### src/rtl/score_keeper.sv
// Game statistics keeper: on each line-clear event, adds base(lines) x (level+1) to a BCD score
// one add per cycle, then updates the BCD line total and the level.
module score_keeper #(
  parameter int unsigned SCORE_DIGITS    = 6,
  parameter int unsigned MAX_LEVEL       = 20,
  parameter int unsigned LINES_PER_LEVEL = 10
) (
  input  logic                      clk,
  input  logic                      reset_n,
  input  logic                      new_game,
  input  logic                      clean_done,
  input  logic [2:0]                lines,
  output logic [4*SCORE_DIGITS-1:0] score_bcd,
  output logic [15:0]               lines_bcd,
  output logic [4:0]                level,
  output logic                      busy,
  output logic                      score_update
);

  // Adder spans at least 4 digits so a 1200 base still overflows a narrow score into saturation.
  localparam int unsigned AddDigits = (SCORE_DIGITS > 4) ? SCORE_DIGITS : 4;
  localparam int unsigned AddW      = 4 * AddDigits;
  localparam int unsigned ScoreW    = 4 * SCORE_DIGITS;

  typedef enum logic [1:0] {StIdle, StScore, StLines, StDone} state_e;

  state_e            r_state, w_state_d;
  logic [ScoreW-1:0] r_score, w_score_d, w_score_sum;
  logic [15:0]       r_lines, w_lines_d, w_lines_sum;
  logic [4:0]        r_level, w_level_d;
  logic [4:0]        r_iter, w_iter_d;
  logic [3:0]        r_to_next, w_to_next_d;
  logic [2:0]        r_lines_q, w_lines_q_d;
  logic              r_clean_q, r_busy, r_update;
  logic              w_event;
  logic [2:0]        w_lines_norm;
  logic [15:0]       w_base;
  logic [4:0]        w_to_next_sum;

  assign w_event       = clean_done & ~r_clean_q;
  assign w_lines_norm  = lines[2] ? 3'd4 : lines;
  assign w_to_next_sum = {1'b0, r_to_next} + {2'b00, r_lines_q};

  always_comb begin
    unique case (r_lines_q)
      3'd1:    w_base = 16'h0040;
      3'd2:    w_base = 16'h0100;
      3'd3:    w_base = 16'h0300;
      default: w_base = 16'h1200;
    endcase
  end

  always_comb begin : score_add
    logic [AddW-1:0] a, b, s;
    logic [4:0]      dsum;
    logic            c, ovf;
    a    = '0;
    b    = '0;
    s    = '0;
    dsum = '0;
    c    = 1'b0;
    ovf  = 1'b0;
    a[ScoreW-1:0] = r_score;
    b[15:0]       = w_base;
    for (int i = 0; i < int'(AddDigits); i++) begin
      dsum = {1'b0, a[i*4+:4]} + {1'b0, b[i*4+:4]} + {4'd0, c};
      if (dsum > 5'd9) begin
        dsum = dsum + 5'd6;
        c    = 1'b1;
      end else begin
        c    = 1'b0;
      end
      s[i*4+:4] = dsum[3:0];
      if (i >= int'(SCORE_DIGITS) && dsum[3:0] != 4'd0) ovf = 1'b1;
    end
    ovf         = ovf | c;
    w_score_sum = ovf ? {SCORE_DIGITS{4'h9}} : s[ScoreW-1:0];
  end

  always_comb begin : lines_add
    logic [4:0] dsum;
    logic       c;
    dsum        = '0;
    c           = 1'b0;
    w_lines_sum = '0;
    for (int i = 0; i < 4; i++) begin
      dsum = {1'b0, r_lines[i*4+:4]} + ((i == 0) ? {2'b00, r_lines_q} : 5'd0) + {4'd0, c};
      if (dsum > 5'd9) begin
        dsum = dsum + 5'd6;
        c    = 1'b1;
      end else begin
        c    = 1'b0;
      end
      w_lines_sum[i*4+:4] = dsum[3:0];
    end
    if (c) w_lines_sum = 16'h9999;
  end

  always_comb begin
    w_state_d   = r_state;
    w_score_d   = r_score;
    w_lines_d   = r_lines;
    w_level_d   = r_level;
    w_iter_d    = r_iter;
    w_to_next_d = r_to_next;
    w_lines_q_d = r_lines_q;
    unique case (r_state)
      StIdle: begin
        if (w_event && lines != 3'd0) begin
          w_lines_q_d = w_lines_norm;
          w_iter_d    = r_level;
          w_state_d   = StScore;
        end
      end
      StScore: begin
        w_score_d = w_score_sum;
        if (r_iter == 5'd0) w_state_d = StLines;
        else                w_iter_d  = r_iter - 5'd1;
      end
      StLines: begin
        w_lines_d = w_lines_sum;
        if (w_to_next_sum >= 5'(LINES_PER_LEVEL)) begin
          w_to_next_d = 4'(w_to_next_sum - 5'(LINES_PER_LEVEL));
          if (r_level < 5'(MAX_LEVEL)) w_level_d = r_level + 5'd1;
        end else begin
          w_to_next_d = w_to_next_sum[3:0];
        end
        w_state_d = StDone;
      end
      StDone:  w_state_d = StIdle;
      default: w_state_d = StIdle;
    endcase
    if (new_game) begin
      w_state_d   = StIdle;
      w_score_d   = '0;
      w_lines_d   = '0;
      w_level_d   = '0;
      w_iter_d    = '0;
      w_to_next_d = '0;
      w_lines_q_d = '0;
    end
  end

  always_ff @(posedge clk or negedge reset_n) begin
    if (!reset_n) begin
      r_state   <= StIdle;
      r_score   <= '0;
      r_lines   <= '0;
      r_level   <= '0;
      r_iter    <= '0;
      r_to_next <= '0;
      r_lines_q <= '0;
      r_clean_q <= 1'b0;
      r_busy    <= 1'b0;
      r_update  <= 1'b0;
    end else begin
      r_state   <= w_state_d;
      r_score   <= w_score_d;
      r_lines   <= w_lines_d;
      r_level   <= w_level_d;
      r_iter    <= w_iter_d;
      r_to_next <= w_to_next_d;
      r_lines_q <= w_lines_q_d;
      r_clean_q <= clean_done;
      r_busy    <= (w_state_d != StIdle);
      r_update  <= (w_state_d == StDone);
    end
  end

  assign score_bcd    = r_score;
  assign lines_bcd    = r_lines;
  assign level        = r_level;
  assign busy         = r_busy;
  assign score_update = r_update;

endmodule
### config.mk
export PLATFORM = sky130hd
export DESIGN_NAME = score_keeper
export DESIGN_NICKNAME = d
export VERILOG_FILES = /design/src/rtl/score_keeper.sv
export SDC_FILE = /design/constraint.sdc
export NUM_CORES = 1
export LEC_CHECK = 0
export BUFFER_PORTS_ARGS = -buffer_cell sky130_fd_sc_hd__buf_2
export CAP_MARGIN = 5
export CORE_MARGIN = 4
export CORE_UTILIZATION = 53
export DETAILED_ROUTE_END_ITERATION = 8
export PLACE_DENSITY = 0.75
export REMOVE_ABC_BUFFERS = 1
export SLEW_MARGIN = 30
export SYNTH_ARGS = -nofsm -noshare
export SYNTH_HDL_FRONTEND = slang
export SYNTH_SLANG_ARGS = --single-unit
### constraint.sdc
create_clock -name clk -period 7.1 [get_ports clk]
set_clock_uncertainty 0.1 [all_clocks]
set_input_delay 0 -clock clk [delete_from_list [all_inputs] [get_ports clk]]
set_output_delay 0 -clock clk [all_outputs]
set_load 0.005 [all_outputs]
# After elaboration in Yosys (flattened, before gate mapping)
# Index checks and enable logic that the tools add are counted.
# op_classes
n_mul,0
muxes,46
n_eq_ne,9
bitwise,2
magnitude_cmp,12
div,0
n_reduce_logical,15
add_sub_neg,27
n_shift,0
# op_table
cell,count
24-bit two-way mux,3
4-bit two-way mux,13
"5-bit by 4-bit > comparator with 1-bit output, second input constant",10
16-bit two-way mux,3
"4-bit by 3-bit adder with 4-bit output, second input constant",10
13-bit case mux with 3 select lines,1
5-bit two-way mux,7
4-bit by 1-bit adder with 5-bit output,5
4-bit by 4-bit adder with 5-bit output,4
5-bit by 1-bit adder with 5-bit output,3
2-bit nonzero test,7
3-bit two-way mux,4
4-bit by 3-bit adder with 5-bit output,2
1-bit two-way mux,10
5-bit case mux with 2 select lines,1
2-bit case mux with 4 select lines,1
"2-bit == test, second input constant",3
"3-bit by 2-bit == test with 1-bit output, second input constant",2
2-bit two-way mux,3
"3-bit != test, second input constant",2
3-bit AND reduction,2
3-bit nonzero test,2
"5-bit by 1-bit adder with 5-bit output, second input constant",1
"5-bit by 4-bit >= comparator with 1-bit output, second input constant",1
11 further kinds,11
# word_totals
latch_bits,0
mem_bits_rw,0
inputBits,7
register_bits,62
elab_cells,121
output_inout_bits,47
mem_bits_ro,0
n_memories,0

# Logic depth before layout (Yosys ltp)
# Gate-level depths: netlist (run 1).
# depth
depth_word,23
ltp_mapped,40
ltp_nobuf,37

# Least setup slack after synthesis (run 1)
# Ideal clock, no wire load.
# synth_timing
path_type,register -> register
startpoint,register r_score[1] (netlist: score_bcd[1])
endpoint,register r_score[7] (netlist: score_bcd[7])
setup_slack_ns,-0.435
arrival_ns,7.303
path_stages_with_launch,39
path_buffers,1
setup_ns,0.132
period_less_slack_ns,7.535
required_ns,6.868
path_cell_list,dfrtp_1 inv_1 ha_1 inv_1 ha_1 a31oi_1 a41oi_1 ha_1 ha_1 xnor2_1 ha_1 nand2_1 a32oi_1 a21boi_1 fa_1 fa_1 clkbuf_1 mux2i_1 [3 not listed] inv_1 ha_1 o21a_1 nor2_1 a311oi_2 ha_1 ha_1 inv_1 a21oi_1 o22a_1 ha_1 ha_1 nor2_1 a41oi_1 o22ai_1 nand2_1 o32ai_1 nor2_1
# synth_via
elab_chain_len,21
word_cells_on_any_way,23
classes_between,add/sub: 7; order compare: 6; mux: 10
# synth_rtl
element,line,text
from (decl),28,"logic [ScoreW-1:0] r_score, w_score_d, w_score_sum;"
from (signal assigned),158,r_score <= w_score_d;
4-bit by 4-bit adder with 5-bit output (*),66,"dsum = {1'b0, a[i*4+:4]} + {1'b0, b[i*4+:4]} + {4'd0, c};"
5-bit by 4-bit > comparator with 1-bit output (*),67,if (dsum > 5'd9) begin
1-bit two-way mux (*),67,
5-bit by 1-bit adder with 5-bit output (*),66,
5-bit by 4-bit > comparator with 1-bit output,67,
1-bit two-way mux,67,
5-bit by 1-bit adder with 5-bit output,66,
5-bit by 4-bit > comparator with 1-bit output,67,
[5 not listed],--,
5-bit by 4-bit > comparator with 1-bit output,67,
1-bit two-way mux,67,
4-bit by 1-bit adder with 5-bit output,66,
5-bit by 4-bit > comparator with 1-bit output,67,
1-bit two-way mux,67,
24-bit two-way mux (*),77,w_score_sum = ovf ? {SCORE_DIGITS{4'h9}} : s[ScoreW-1:0];
24-bit two-way mux (*),107,unique case (r_state)
24-bit two-way mux (*),133,if (new_game) begin
# Mark *: on every way between the ends. The rest lies on a longest branch, timed or not. The select of a mux whose other input is x is not followed.
# A chain may end at the register's enable or synchronous reset.

# Worst setup path in the final report (run 1)
# layout_timing
startpoint,register r_score[2] (netlist: score_bcd[2])
endpoint,register r_score[3] (netlist: score_bcd[3])
# layout_via
elab_chain_len,21
word_cells_on_any_way,23
classes_between,add/sub: 7; order compare: 6; mux: 10
# layout_rtl
element,line
4-bit by 4-bit adder with 5-bit output (*),66
5-bit by 4-bit > comparator with 1-bit output,67
1-bit two-way mux,67
5-bit by 1-bit adder with 5-bit output,66
5-bit by 4-bit > comparator with 1-bit output,67
1-bit two-way mux,67
5-bit by 1-bit adder with 5-bit output,66
5-bit by 4-bit > comparator with 1-bit output,67
[5 not listed],--
5-bit by 4-bit > comparator with 1-bit output,67
1-bit two-way mux,67
4-bit by 1-bit adder with 5-bit output,66
5-bit by 4-bit > comparator with 1-bit output,67
1-bit two-way mux,67
24-bit two-way mux (*),77
24-bit two-way mux (*),107
24-bit two-way mux (*),133
# Marked as above.

==> impl_table.tex, run 1 <==
\begin{tabular}{lr}
\hline
Metric & Value \\
\hline
\multicolumn{2}{l}{\textbf{STA}} \\
\quad Final Hold Vio Count & 0 \\
\quad Setup ws final & 0.144 ns \\
\quad Achievable Freq & 144 MHz \\
\quad Worst hold margin & 0.0471 ns \\
\quad Shortest clock period the worst path allows after layout & 6.96 ns \\
\quad Count of final max-slew check failures & 0 \\
\quad Final cycle utilization of the critical path & 98.0\% \\
\quad Unrepaired setup endpoints after global routing & true \\
\quad Worst-margin pin slew & 0.955 ns \\
\quad Max-slew headroom at the worst pin & 36.1\% \\
\quad Final Setup Violations & 0 \\
\multicolumn{2}{l}{\textbf{CTS}} \\
\quad Total number of clock tree sinks & 62 \\
\quad Clock buffers created by TritonCTS & 9 \\
\quad Buffer type at the clock tree root & sky130\_fd\_sc\_hd\_\_clkbuf\_8 \\
\quad TritonCTS clock tree & done \\
\quad Clock buffer depth & 2 \\
\quad Clock-pin slew reported for the worst setup and hold paths after clock tree synthesis & 0.08 ns \\
\quad Clk Latency, worst-skew pair & 0.35 ns \\
\quad \# H-tree levels & 3 \\
\multicolumn{2}{l}{\textbf{Worst setup path}} \\
\quad Largest fanout of any net on the critical path & 3 \\
\quad Library cell appearing most often on the critical path & sky130\_fd\_sc\_hd\_\_ha\_4 \\
\quad Crit path launch type & flop \\
\quad Kind of cell adding the most delay to the critical path & adder cells \\
\quad CP Buf/Inv Count & 6 \\
\quad Number of cells on the critical path & 38 \\
\quad Worst Path Arrival & 7.07 ns \\
\quad Delay contributed by the slowest stage of the critical path & 0.39 ns \\
\quad R2R cell count & 38 \\
\quad Slowest-stage cell, CP & sky130\_fd\_sc\_hd\_\_dfrtp\_1 \\
\quad Category of the most critical setup path & flop to flop \\
\quad Required arrival time at the worst endpoint & 7.21 ns \\
\quad CP endpoint kind & flop \\
\multicolumn{2}{l}{\textbf{GRT}} \\
\quad Largest net degree at the start of global routing & 63 \\
\quad Overall routing resource usage & 24.1\% \\
\quad Initial antenna violation count & 0 \\
\quad Vias in the first global route & 4,243 \\
\quad GRT overflow & 0 \\
\quad First-pass GRT wire length & 19,600 um \\
\multicolumn{2}{l}{\textbf{Placement}} \\
\quad Setup slack after placement & -0.616 ns \\
\quad Detail Placement HPWL & 7790 um \\
\quad \# port buffers & 53 \\
\quad Final weighted congestion of routability-driven global placement & 0.872 \\
\multicolumn{2}{l}{\textbf{Die}} \\
\quad Cell row count & 33 \\
\quad Die Y & 99.7 um \\
\quad Starting density of the core & 54.5\% \\
\quad Chip Width & 99.7 um \\
\quad Die footprint & 0.00994 sq mm \\
\quad Number of top-level design ports & 54 \\
\quad Floorplan core area & 0.00818 sq mm \\
\multicolumn{2}{l}{\textbf{Worst hold path}} \\
\quad Number of cells traversed by the worst hold path & 4 \\
\quad Worst min-delay path category & input port to flop \\
\multicolumn{2}{l}{\textbf{Synthesis}} \\
\quad Combined area of all synthesized cells & 0.00445 sq mm \\
\quad Syn avg cell area & 9.00 sq um \\
\quad Flip-flop and latch count after synthesis & 62 \\
\quad Most used flip-flop cell after synthesis & sky130\_fd\_sc\_hd\_\_dfrtp\_1 \\
\quad Number of flops mapped to enable cells by yosys & 0 \\
\quad Total number of yosys warnings & 0 \\
\quad Post-Syn Instances & 495 \\
\quad Fraction of the yosys area taken by sequential cells & 34.8\% \\
\quad Async S/R FF share, synth & 100\% \\
\quad Post-synthesis cell type count & 66 \\
\multicolumn{2}{l}{\textbf{Finish}} \\
\quad Net count reported at finish & 643 \\
\quad Most common cell after layout, fill and taps aside & sky130\_fd\_sc\_hd\_\_dfrtp\_1 \\
\quad Layout filler cell count & 594 \\
\quad Diodes inserted & 0 \\
\quad Most frequent cells in the layout & sky130\_fd\_sc\_hd\_\_dfrtp\_1, sky130\_fd\_sc\_hd\_\_buf\_2, sky130\_fd\_sc\_hd\_\_buf\_4, sky130\_fd\_sc\_hd\_\_nor2\_1, sky130\_fd\_sc\_hd\_\_nand2\_1 \\
\quad Footprint of the flip-flops and latches & 0.00155 sq mm \\
\quad Area grow syn2layout & 29.3\% \\
\quad Share of layout cells above drive strength 1 & 31.9\% \\
\quad Multi-input combinational cell area & 0.00304 sq mm \\
\multicolumn{2}{l}{\textbf{Routing}} \\
\quad Residual DRC count & 0 \\
\quad Drt wl/cell & 17.1 um \\
\quad Number of detailed-route iterations in the first pass & 4 \\
\quad Detailed-routed wire length on met3 & 542 um \\
\quad Routed WL & 12,000 um \\
\quad Detailed router's first-iteration violation count & 195 \\
\quad Met2 routed wirelength & 6260 um \\
\quad Post-route met1 wirelength & 4910 um \\
\quad Top sig layer & met4 \\
\quad Vias post-DR & 4,226 \\
\quad Count of nets left with antenna violations after detail routing & 0 \\
\quad DR vias/cell & 6.01 \\
\multicolumn{2}{l}{\textbf{Outcome}} \\
\quad Run status & finished, final reports clean \\
\multicolumn{2}{l}{\textbf{Run}} \\
\quad MaxCap Viol Count & 0 \\
\multicolumn{2}{l}{\textbf{Pwr}} \\
\quad Power Total & 0.000940 W \\
\quad Ratio of total power to cell area & 163 mW/mm\^{}2 \\
\quad Maximum vdd drop & 0.123 mV \\
\quad Leakage power figure & 2.72 nW \\
\hline
\end{tabular}
[worst min-delay path, delay by kind of cell]
family,cells,cell delay (ns)
and+or+nand+nor,2,0.20
AOI/OAI and AO/OA,1,0.15
buffers and inverters,1,0.11
[registers in the layout, indices dropped and copies added (netlist names)]
register and cells:
r_clean_q 1, level 5, busy 1, score_bcd 24
score_update 1, r_to_next 4, r_lines_q 3, r_iter 5
lines_bcd 16, r_state 2
[Yosys cell counts, drive strengths merged (2+ instances only)]
library cell,n,area share (%)
fa,5,2.2
nand4,6,0.98
nand4b,2,0.39
a22o,13,2.6
o22a,3,0.62
a211oi,2,0.34
a21oi,33,3.7
or4b,3,0.67
a41oi,3,0.59
nand2,34,2.9
nand2b,11,1.5
a31o,2,0.39
o21a,2,0.34
and3,3,0.42
o22ai,4,0.56
ha,38,11
xnor2,16,3.3
a32oi,2,0.39
nor2,43,3.6
nor3,27,3.1
nand3,14,1.6
or2,2,0.28
a31oi,6,0.84
a21boi,2,0.34
o211ai,5,1.2
mux2i,12,2.7
dfrtp,62,35
nand3b,2,0.34
o32ai,4,0.79
a311oi,6,1.3
nor2b,14,2.0
a21o,5,0.87
a41o,2,0.45
a22oi,3,0.62
inv,27,2.3
nor3b,10,1.7
o21ai,27,3.1
xor2,4,0.96
clkbuf,19,1.6
or3,3,0.42
buf,3,0.31
and2,2,0.28
[routing by layer]
metal / global-route usage (%) / up-vias
li1: - / 2001
met1: 28.2 / 2068
met2: 43.2 / 126
met3: 4.84 / 31
met4: 9.03 / 0
met5: 0 / -
[cells by family (layout without fill, tap and decap cells)]
logic type,count (synthesis),in the layout,share of synthesized area [%]
and+or+nand+nor,176,176,20.2
xor gates and xnor gates,20,20,4.27
AOI/OAI and AO/OA,132,132,20.6
buffers and inverters,49,152,4.19
adders and majority gates,43,43,12.9
muxes,13,13,3.03
DFF,62,62,34.8
[metrics by stage]
step                setup TNS (ns)  util [%]  std cells  instance area, sq um
detailed placement           -9.43      62.2        674                  5090
global placement             -2.12      62.2        674                  5090
finish                           0      70.5        703                  5760
CTS                              0      67.9        700                  5550
global route                 -1.65      70.5        703                  5760
floorplan                    -7.51         -        473                  4370
[area by class of cell]
cell class / instances / share of cell area [%]
multi-input cells: 384 / 52.7
flip-flops and latches: 62 / 26.9
repair buffers: 109 / 12.5
clock buffers: 10 / 2.39
well taps: 105 / 2.28
inverters: 27 / 1.76
clock inverters: 6 / 1.48
[path summary, 6_finish.rpt]
path / startpoint / to / slack, ns
setup reg to reg: score_bcd[2] / score_bcd[3] / 0.14
setup / recovery: score_bcd[2] / score_bcd[3] / 0.14
hold / removal: lines[1] / r_lines_q[1] / 0.05
min in group asynchronous: reset_n / score_bcd[15] / 0.25
hold reg to reg: r_iter[1] / r_iter[1] / 0.44
max in group asynchronous: reset_n / level[0] / 6.12
[report_power, final]
part	leakage, nW	switching, W	internal (W)
registers	0.856	0.0000192	0.000368
clock network	0.108	0.000151	0.000206
logic	1.76	0.000113	0.0000829
[timing repair]
item,4_1_cts,5_1_grt
pin swaps,15,32
resized for setup,36,37
endpoints found under the hold margin,66,0
setup endpoints to repair,23,38
hold buffers,4,0
buffers inserted,6,4
(Power assumes the default switching activity.)
==> run 2, diff against run 1 <==
CORE_ASPECT_RATIO = 1.25   (was not set)
==> run 2 against run 1 <==
Effect of this change:
- the run now ends with negative setup slack left
- utilization up 0.28 points
- combinational power about the same
- worst hold slack worse by 0.029 ns
- clock power down 6.7%
- first-iteration DRC count down 11%
- register-to-register slack worse by 0.24 ns
- power down 2.3%
- critical path depth unchanged
- sequential share of layout area down 0.17 points
- sequential power about the same
- largest cell class unchanged
- largest power group unchanged
==> impl_table.tex, run 2 (synthesis gave the netlist of run 1 again) <==
\begin{tabular}{lr}
\hline
Metric & Value \\
\hline
\multicolumn{2}{l}{\textbf{Worst hold path}} \\
\quad Worst min-delay path category & input port to flop \\
\multicolumn{2}{l}{\textbf{CTS}} \\
\quad Clock-pin slew reported for the worst setup and hold paths after clock tree synthesis & 0.07 ns (about the same) \\
\quad \# H-tree levels & 3 (unchanged) \\
\quad Clock buffers created by TritonCTS & 9 (unchanged) \\
\quad Total number of clock tree sinks & 62 (unchanged) \\
\quad TritonCTS clock tree & done \\
\quad Buffer type at the clock tree root & sky130\_fd\_sc\_hd\_\_clkbuf\_8 \\
\quad Clock buffer depth & 2 (unchanged) \\
\quad Clk Latency, worst-skew pair & 0.34 ns (about the same) \\
\multicolumn{2}{l}{\textbf{Routing}} \\
\quad Drt wl/cell & 17.3 um (+1.4\%) \\
\quad Residual DRC count & 0 (unchanged) \\
\quad Vias post-DR & 4,245 (+0.45\%) \\
\quad DR vias/cell & 6.06 (+0.74\%) \\
\quad Number of detailed-route iterations in the first pass & 4 (unchanged) \\
\quad Detailed router's first-iteration violation count & 174 (-11\%) \\
\quad Count of nets left with antenna violations after detail routing & 0 (unchanged) \\
\quad Routed WL & 12,200 um (+1.1\%) \\
\multicolumn{2}{l}{\textbf{STA}} \\
\quad Unrepaired setup endpoints after global routing & true \\
\quad Worst-margin pin slew & 0.871 ns (-0.0845 ns) \\
\quad Count of final max-slew check failures & 0 (unchanged) \\
\quad Final Hold Vio Count & 0 (unchanged) \\
\quad Worst hold margin & 0.0184 ns (-0.0287 ns) \\
\quad Final cycle utilization of the critical path & 101\% (+3.4 points) \\
\quad Setup tns final & -0.626 ns (-0.626 ns) \\
\quad Achievable Freq & 139 MHz (-3.3\%) \\
\quad Setup ws final & -0.0944 ns (-0.238 ns) \\
\quad Max-slew headroom at the worst pin & 41.7\% (+5.7 points) \\
\quad Final Setup Violations & 16 (+16) \\
\quad Shortest clock period the worst path allows after layout & 7.19 ns (+0.238 ns) \\
\multicolumn{2}{l}{\textbf{Pwr}} \\
\quad Portion of total power attributed to combinational logic & 21.7\% (+0.9 points) \\
\quad Ratio of total power to cell area & 159 mW/mm\^{}2 (-2.9\%) \\
\quad Switching Fraction & 29.5\% (-0.68 points) \\
\quad Proportion of power drawn by flip-flops and latches & 42.1\% (+0.9 points) \\
\quad Leakage power figure & 2.75 nW (+1.0\%) \\
\quad Net load switching power & 0.000271 W (-4.5\%) \\
\quad Fraction of power consumed by the clock network & 36.2\% (-1.8 points) \\
\quad Maximum vdd drop & 0.0974 mV (-21\%) \\
\quad Power Total & 0.000919 W (-2.3\%) \\
\quad Cell-internal power & 0.000648 W (-1.3\%) \\
\multicolumn{2}{l}{\textbf{Placement}} \\
\quad Final weighted congestion of routability-driven global placement & 0.841 (-3.6\%) \\
\quad Cell area reported after detailed placement & 0.00509 sq mm (about the same) \\
\quad \# port buffers & 53 (unchanged) \\
\quad Detail Placement HPWL & 7870 um (+1.0\%) \\
\quad Number of placed instances with taps included & 668 (-0.89\%) \\
\multicolumn{2}{l}{\textbf{Finish}} \\
\quad Largest register FFs & 24 (unchanged) \\
\quad Most common cell after layout, fill and taps aside & sky130\_fd\_sc\_hd\_\_dfrtp\_1 \\
\quad Share of layout cells above drive strength 1 & 32.1\% (+0.18 points) \\
\quad Diodes inserted & 0 (unchanged) \\
\quad Net count reported at finish & 650 (+1.1\%) \\
\quad Most frequent cells in the layout & sky130\_fd\_sc\_hd\_\_dfrtp\_1, sky130\_fd\_sc\_hd\_\_buf\_4, sky130\_fd\_sc\_hd\_\_buf\_2, sky130\_fd\_sc\_hd\_\_nor2\_1, sky130\_fd\_sc\_hd\_\_nand2\_1 \\
\quad Non-filler instance count after layout & 701 (-0.28\%) \\
\quad Final design instance area without fill & 0.00580 sq mm (+0.63\%) \\
\quad Area grow syn2layout & 30.1\% \\
\multicolumn{2}{l}{\textbf{Worst setup path}} \\
\quad Largest fanout of any net on the critical path & 4 (+1) \\
\quad Delay contributed by the slowest stage of the critical path & 0.43 ns (+0.04 ns) \\
\quad CP endpoint kind & flop \\
\quad Crit path launch type & flop \\
\quad Category of the most critical setup path & flop to flop \\
\quad Required arrival time at the worst endpoint & 7.20 ns (about the same) \\
\quad Library cell appearing most often on the critical path & sky130\_fd\_sc\_hd\_\_ha\_4 \\
\quad Setup slack on the worst flop-to-flop path & -0.09 ns (-0.24 ns) \\
\quad Slowest-stage cell, CP & sky130\_fd\_sc\_hd\_\_fa\_2 \\
\quad Worst Path Arrival & 7.30 ns (+0.23 ns) \\
\multicolumn{2}{l}{\textbf{GRT}} \\
\quad GRT overflow & 0 (unchanged) \\
\quad Largest net degree at the start of global routing & 63 (unchanged) \\
\quad Vias in the first global route & 4,045 (-4.7\%) \\
\quad Overall routing resource usage & 22.3\% (-1.8 points) \\
\quad Initial antenna violation count & 0 (unchanged) \\
\quad First-pass GRT wire length & 18,500 um (-5.4\%) \\
\multicolumn{2}{l}{\textbf{Outcome}} \\
\quad Violated checks & negative setup slack \\
\quad Run status & finished with violations \\
\multicolumn{2}{l}{\textbf{Die}} \\
\quad Die footprint & 0.00994 sq mm (about the same) \\
\quad Cell row count & 37 (+12\%) \\
\quad Number of top-level design ports & 54 (unchanged) \\
\quad Chip Width & 90.0 um (-9.7\%) \\
\quad Floorplan core area & 0.00819 sq mm (+0.23\%) \\
\quad Die Y & 110 um (+11\%) \\
\quad Starting density of the core & 54.4\% (-0.12 points) \\
\multicolumn{2}{l}{\textbf{Run}} \\
\quad MaxCap Viol Count & 0 (unchanged) \\
\hline
\end{tabular}
[run 2: worst max-delay path, delay by kind of cell (launching register included)]
kind            cells  cell delay [ns]
fa+ha+maj          13             3.25
compound gates     12             1.94
mux                 1             0.14
xor+xnor            1             0.19
flops               1             0.40
simple gates        7             0.63
buf+inv             4             0.36
[run 2: area by class of cell]
class                      count  area (sq um)
inverter                      27           101
timing repair buffer         116           790
tap                           97           121
sequential                    62          1550
multi-input combinational    384          3030
clock buffer                  10           128
clock inverter                 5          75.1
fill                         582          2400
[run 2: power groups by stage]
stage               clock, W  sequential [W]  combinational, W
CTS                 0.000335        0.000386          0.000182
finish              0.000333        0.000387          0.000199
detailed placement         0        0.000392          0.000175
floorplan                  0        0.000390          0.000106
global placement           0        0.000391          0.000170
global route        0.000354        0.000389          0.000220
[run 2: path summary, 6_finish.rpt]
| kind | startpoint | end | cells after the start |
|---|---|---|---|
| setup / recovery | score_bcd[2] | score_bcd[3] | 38 |
| hold / removal | lines[0] | r_lines_q[0] | 4 |
| setup reg to reg | score_bcd[2] | score_bcd[3] | 38 |
| hold reg to reg | r_iter[1] | r_iter[1] | 2 |
| max in group asynchronous | reset_n | lines_bcd[3] | 3 |
| min in group asynchronous | reset_n | score_bcd[15] | 3 |
[run 2: layer usage]
layer / GRT usage (%) / vias to the layer above / share of wire, %
li1: - / 2020 / -
met1: 26.3 / 2099 / 42
met2: 41.2 / 107 / 53
met3: 3.00 / 19 / 3.4
met4: 7.97 / 0 / 1.7
met5: 0 / - / 0
[run 2: metrics by stage]
step,setup WS [ns],util [%]
final,-0.0944,70.7
after floorplan,-0.472,-
after detailed placement,-0.519,62.2
after CTS,-0.0411,66.0
after global routing,-0.421,70.7
after global placement,-0.254,62.2
[run 2: repair_timing]
item,CTS,global route
pin swaps,3,39
endpoints found under the hold margin,66,0
resized for setup,11,58
buffers inserted,1,12
hold buffers,4,0
gates cloned,0,1
setup endpoints to repair,23,35
